==> src/rtl/vec_pair_buffer_pkg.sv <==
`default_nettype none
// ============================================================================
// Module      : vec_pair_buffer_pkg
// Description : Default widths and pair-entry sizing for vec_pair_buffer.
// Revision    : 1.0 - initial release
// ============================================================================
package vec_pair_buffer_pkg;

    localparam int c_VECTOR_WIDTH  = 920;
    localparam int c_BUS_WIDTH     = 512;
    localparam int c_SUB_VECTOR_NO = 2;
    localparam int c_CNT_WIDTH     = $clog2(c_VECTOR_WIDTH);

    // FIFO entry is {weight, vector}
    function automatic int pair_width(input int cnt_width, input int vector_width);
        return cnt_width + vector_width;
    endfunction

    localparam int c_PAIR_WIDTH = pair_width(c_CNT_WIDTH, c_VECTOR_WIDTH);

endpackage
`default_nettype wire

==> src/rtl/vec_pair_buffer_sync_fifo.sv <==
`default_nettype none
// ============================================================================
// Module      : vec_pair_buffer_sync_fifo
// Description : Single-clock FIFO, extra-MSB pointers, push-when-full dropped
//               unless a pop happens in the same cycle. No read bypass.
// Revision    : 1.0 - initial release
// ============================================================================
module vec_pair_buffer_sync_fifo #(
    parameter int WIDTH = 8,
    parameter int DEPTH = 4
) (
    input  logic             clk,
    input  logic             rstn,
    input  logic             i_push,
    input  logic [WIDTH-1:0] i_data,
    input  logic             i_pop,
    output logic [WIDTH-1:0] o_data,
    output logic             o_full,
    output logic             o_empty
);

    localparam int c_AW = $clog2(DEPTH);
    localparam int c_PW = c_AW + 1;

    logic [WIDTH-1:0] r_mem [DEPTH];
    logic [c_PW-1:0]  r_wr_ptr;
    logic [c_PW-1:0]  r_rd_ptr;
    logic             w_do_push;
    logic             w_do_pop;

    assign o_empty   = (r_wr_ptr == r_rd_ptr);
    assign o_full    = (r_wr_ptr[c_AW] != r_rd_ptr[c_AW]) &&
                       (r_wr_ptr[c_AW-1:0] == r_rd_ptr[c_AW-1:0]);
    assign w_do_pop  = i_pop && !o_empty;
    assign w_do_push = i_push && (!o_full || w_do_pop);
    assign o_data    = r_mem[r_rd_ptr[c_AW-1:0]];

    always_ff @(posedge clk) begin
        if (!rstn) begin
            r_wr_ptr <= '0;
            r_rd_ptr <= '0;
        end else begin
            if (w_do_push) r_wr_ptr <= r_wr_ptr + c_PW'(1);
            if (w_do_pop)  r_rd_ptr <= r_rd_ptr + c_PW'(1);
        end
    end

    always_ff @(posedge clk) begin
        if (w_do_push) r_mem[r_wr_ptr[c_AW-1:0]] <= i_data;
    end

endmodule
`default_nettype wire

==> src/rtl/vec_pair_buffer.sv <==
`default_nettype none
// ============================================================================
// Module      : vec_pair_buffer
// Description : Reassembles bus words into fingerprint vectors, pairs each
//               with its popcount weight and queues pairs toward the compare
//               stage. Optional macro VEC_PAIR_ALIGN_CHECK_EN adds o_AlignErr.
// Revision    : 1.0 - initial release
// ============================================================================
module vec_pair_buffer
    import vec_pair_buffer_pkg::*;
#(
    parameter int VECTOR_WIDTH  = c_VECTOR_WIDTH,
    parameter int BUS_WIDTH     = c_BUS_WIDTH,
    parameter int SUB_VECTOR_NO = c_SUB_VECTOR_NO,
    parameter int CNT_WIDTH     = $clog2(VECTOR_WIDTH),
    parameter int FIFO_DEPTH    = 4
) (
    input  logic                    clk,
    input  logic                    rstn,
    input  logic [BUS_WIDTH-1:0]    i_SubVector,
    input  logic                    i_Valid,
    input  logic [CNT_WIDTH-1:0]    i_Cnt,
    input  logic                    i_CntNew,
    output logic [VECTOR_WIDTH-1:0] o_Vector,
    output logic [CNT_WIDTH-1:0]    o_Weight,
    output logic                    o_Valid,
    input  logic                    i_Ready,
    output logic                    o_Overflow
`ifdef VEC_PAIR_ALIGN_CHECK_EN
    ,
    output logic                    o_AlignErr
`endif
);

    localparam int c_ASM_WIDTH = SUB_VECTOR_NO * BUS_WIDTH;
    localparam int c_IDX_W     = $clog2(SUB_VECTOR_NO) + 1;
    localparam int c_PAIR_W    = pair_width(CNT_WIDTH, VECTOR_WIDTH);
    localparam logic [c_IDX_W-1:0] c_LAST_IDX = c_IDX_W'(SUB_VECTOR_NO - 1);

    logic [c_IDX_W-1:0]      r_WordIdx;
    logic [c_ASM_WIDTH-1:0]  r_Assembly;
    logic [c_ASM_WIDTH-1:0]  w_AsmNext;
    logic [VECTOR_WIDTH-1:0] r_Snapshot;
    logic                    r_Pending;
    logic                    r_Overflow;
    logic                    w_LastBeat;
    logic                    w_AtLast;
    logic                    w_Pop;
    logic                    w_Full;
    logic                    w_Empty;
    logic [c_PAIR_W-1:0]     w_FifoOut;

    assign w_LastBeat = i_Valid && i_CntNew;
    assign w_AtLast   = (r_WordIdx == c_LAST_IDX);
    assign w_Pop      = o_Valid && i_Ready;

    // Assembly including the current beat, so the snapshot sees the last word
    always_comb begin
        w_AsmNext = r_Assembly;
        if (i_Valid) begin
            w_AsmNext[32'(r_WordIdx) * BUS_WIDTH +: BUS_WIDTH] = i_SubVector;
        end
    end

    always_ff @(posedge clk) begin
        r_Assembly <= w_AsmNext;
        if (w_LastBeat) r_Snapshot <= w_AsmNext[VECTOR_WIDTH-1:0];
    end

    // Weight lags the last-word strobe by one cycle, hence the pending flag
    always_ff @(posedge clk) begin
        if (!rstn) begin
            r_WordIdx  <= '0;
            r_Pending  <= 1'b0;
            r_Overflow <= 1'b0;
        end else begin
            if (i_Valid) begin
                if (i_CntNew || w_AtLast) r_WordIdx <= '0;
                else                      r_WordIdx <= r_WordIdx + c_IDX_W'(1);
            end
            r_Pending <= w_LastBeat;
            if (r_Pending && w_Full && !w_Pop) r_Overflow <= 1'b1;
        end
    end

    vec_pair_buffer_sync_fifo #(
        .WIDTH (c_PAIR_W),
        .DEPTH (FIFO_DEPTH)
    ) u_fifo (
        .clk     (clk),
        .rstn    (rstn),
        .i_push  (r_Pending),
        .i_data  ({i_Cnt, r_Snapshot}),
        .i_pop   (w_Pop),
        .o_data  (w_FifoOut),
        .o_full  (w_Full),
        .o_empty (w_Empty)
    );

    assign o_Valid    = !w_Empty;
    assign o_Weight   = w_FifoOut[c_PAIR_W-1 -: CNT_WIDTH];
    assign o_Vector   = w_FifoOut[VECTOR_WIDTH-1:0];
    assign o_Overflow = r_Overflow;

`ifdef VEC_PAIR_ALIGN_CHECK_EN
    logic r_AlignErr;

    always_ff @(posedge clk) begin
        if (!rstn) begin
            r_AlignErr <= 1'b0;
        end else if ((w_LastBeat && !w_AtLast) || (i_Valid && w_AtLast && !i_CntNew)) begin
            r_AlignErr <= 1'b1;
        end
    end

    assign o_AlignErr = r_AlignErr;
`endif

endmodule
`default_nettype wire

==> config.mk <==
export PLATFORM = sky130hd
export DESIGN_NAME = vec_pair_buffer
export DESIGN_NICKNAME = d
export VERILOG_FILES = /design/src/rtl/vec_pair_buffer_pkg.sv /design/src/rtl/vec_pair_buffer_sync_fifo.sv /design/src/rtl/vec_pair_buffer.sv
export SDC_FILE = /design/constraint.sdc
export NUM_CORES = 2
export LEC_CHECK = 0
export ABC_CLOCK_PERIOD_IN_PS = 36000
export CORE_ASPECT_RATIO = 1.4
export CORE_MARGIN = 10
export CORE_UTILIZATION = 30
export DETAILED_ROUTE_END_ITERATION = 10
export PLACE_DENSITY = 0.44
export SYNTH_ARGS = -nofsm -noshare
export SYNTH_HDL_FRONTEND = slang
export SYNTH_SLANG_ARGS = --single-unit
==> constraint.sdc <==
create_clock -name clk -period 36 [get_ports clk]
set_clock_uncertainty 0.2 [all_clocks]
set_input_delay 7.2 -clock clk [delete_from_list [all_inputs] [get_ports clk]]
set_output_delay 7.2 -clock clk [all_outputs]
set_load 0.01 [all_outputs]
==> results.toml <==
[status]
status = "completed"

[critical_path]
critPathKind = "flop to output pin"
worstPathArrival_ps = 7210
critPathCaptureType = "output pin"
critPathMaxFanout = 102
required_ps = 28600
startpoint_type = "flop"

[yosys]
synth_nets = 8427
synth_edf_count = 4640
yosysTopAreaCell = "edfxtp_1"
syn_area_per_cell_sq_um = 24.0
async_flop_share_pct = 0
yosysUniqueCellTypes = 33
ys.warnings.count = 0
ys_seq_elements = 5572
synth_top_area_share_pct = 73.5
synth_area_leaders = "edfxtp_1 74%, mux4_2 11%, dfxtp_1 9.8%, a22o_1 4.3%, buf_2 0.39%"
syn-cell-area_sq_um = 189000
synth_top_flop_cell = "edfxtp_1"
synth_seq_area_share_pct = 83.4
netlist_instances = 7891

[timing]
max-slew-margin-rel_pct = 21.0
worstMarginPinSlew_ps = 1190
fmax_ghz = 0.0685
finalCritPeriodShare_pct = 40.6
hold_viol_final = 0
post-route-min-period_ps = 14610
setup_viol = 0
fin_ws_ps = 21390
fin_tns_setup_ps = 0
drv_slew = 0
rsz0062_at_grt = "no"

[pwr]
finalPower_mw = 14.5
p_per_area_nw_per_um2 = 62.0
irDropWorstVdd_v = 0.0000446
internal-power_mw = 11.2
combPwrFrac_pct = 7.8
p_seq_share_pct = 50.7
switching_power_mw = 3.24
leakagePower_nw = 74.3
swShare_pct = 22.4
p_clk_share_pct = 41.5

[final_layout]
nNetsFinal = 10200
design_area_sq_um = 233000
stdcell_count = 18500
synthToLayoutAreaGrowth_pct = 23.0
drive_gt1_share_pct = 19.2

[grt]
grt_pass1_vias = 93300
grt_max_degree = 132
use_met2_pct = 28.2
met1_usage_pct = 20.1
grt.total_usage_pct = 16.7
use_met3_pct = 5.32
busiest_layer = "met2"
grt_first_pass_wirelength_um = 791000
grt_antenna_before_repair = 205
overflow = 0

[route]
ant_nets = 0
drt-initial-drc-count = 6992
drt_pass1_iterations = 7
detail_route.vias_per_cell = 4.76
vias = 88200
drc = 0
wl_per_cell_um = 31.2
wirelength_um = 578000

[place]
dp_hpwl_um = 370000
placed_cell_area_sq_um = 214000
numPortBuffers = 1458
placedCellCount = 17400
gp_congestion = 0.813
place_ws_ps = 22060

[die]
row_count = 345
core_sq_um = 630000
die_h_um = 960
die_w_um = 692
start_util_pct = 30.1
die_area_sq_um = 664000
pin_count = 1459

[clock_tree]
clk_pin_slew_worst_paths_ps = 60
cts.path.max_buffers = 4
cts-root-buf = "clkbuf_16"
cts_setup_buffers = 0
postCtsResizedCells = 0
cts_made_buffers = 563
hold_buffers = 0
cts_htree_levels = 6
clock-sinks = 5572
cts_tree = "built"
clkLatencyLatePin_ps = 1040

[job]
maxCapViolCount = 0

[worst_hold_path]
hp-class = "flop to flop"
metal layers:
metal,part of all wire (%),vias up
li1,-,36900
met1,39,47400
met2,49,2836
met3,7.9,974
met4,4.0,94
met5,0.10,-
kinds of logic (layout without fill, tap and decap cells):
logic type                 Yosys count  in the layout  synth area share, %
DFF                               5572           5572                 83.4
muxes                              931            931                 11.1
AOI/OAI and AO/OA                  928            928                 4.28
buffers and inverters              414           2656                 1.10
and+or+nand+nor                     30             30               0.0964
adders and majority gates            9              9               0.0594
xor gates and xnor gates             7              7               0.0324
other                                0             55                    0
state kept, by name (all words and copies together) (netlist names), named ones only:
signal	flops
o_Overflow	1
r_Assembly	920
r_Pending	1
r_Snapshot	920
r_WordIdx	2
u_fifo.r_mem	3720
u_fifo.r_rd_ptr	3
u_fifo.r_wr_ptr	3
cells in the mapped netlist, drive strengths merged (2+ instances only):
cell,n
and2,11
xnor2,4
ha,9
nand3,2
inv,4
nand2,7
xor2,3
a22o,920
o21ai,3
buf,239
mux4,930
edfxtp,4640
nor3,3
dfxtp,932
clkbuf,171
nor2b,2
through the flow:
stage	util, %	hold WS, ps
after floorplan	-	244
after global placement	34.0	255
after detailed placement	34.0	258
after CTS	37.0	276
after global routing	37.0	288
final	37.0	274
worst max-delay path, cell delays in order (launching register included):
cell and delay (ps):
dfxtp_4 810, buf_4 720, buf_4 700, buf_12 720, buf_4 830, buf_4 880
mux4_2 620, clkdlybuf4s50_1 540
cell usage in the layout (no fill, tap or decap), types with 2 or more instances in the layout:
master	synthesis	routed
inv_16	0	10
a22o_1	920	920
clkinv_16	0	12
diode_2	0	55
and2_1	11	5
mux4_2	930	930
clkbuf_16	0	577
inv_1	4	4
buf_12	0	16
clkdlybuf4s50_1	0	1458
nand2_1	6	5
clkinvlp_4	0	20
xor2_1	3	3
ha_1	9	9
xnor2_1	4	4
clkinv_4	0	4
clkbuf_1	171	152
inv_6	0	15
dfxtp_1	932	930
and2_4	0	6
clkinv_1	0	39
edfxtp_1	4640	4640
clkinv_2	0	80
nand3_1	2	2
clkbuf_8	0	72
clkinv_8	0	14
nor3_4	1	2
bufinv_16	0	46
dfxtp_4	0	2
o21ai_0	3	3
buf_4	7	136
nor2b_1	2	2
final timing paths:
check | startpoint | to | slack, ps | depth (start not counted)
max | flop | o_Vector[562] | 21390 | 7
min | r_Assembly[476] | r_Assembly[476] | 270 | 1
max reg2reg | u_fifo.r_wr_ptr[0] | u_fifo.r_mem[2][365] | 29560 | 8
min reg2reg | r_Assembly[476] | r_Assembly[476] | 270 | 1
final cells by class:
| cell class | instances | area [sq um] |
|---|---|---|
| Antenna cell | 55 | 138 |
| Clock buffer | 801 | 16000 |
| Clock inverter | 241 | 3040 |
| Fill cell | 57000 | 397000 |
| Inverter | 4 | 15.0 |
| Multi-Input combinational cell | 1905 | 29500 |
| Sequential cell | 5572 | 158000 |
| Tap cell | 8328 | 10400 |
| Timing Repair Buffer | 1610 | 15900 |
power by group through the flow:
stage	Sequential [mW]	Combinational, mW	Clock, mW
after global placement	7.45	1.16	0
final	7.33	1.13	5.99
after detailed placement	7.47	1.16	0
after CTS	7.33	1.17	6.17
after floorplan	7.52	0.552	0
after global routing	7.35	1.20	6.42
(Power assumes the default switching activity.)
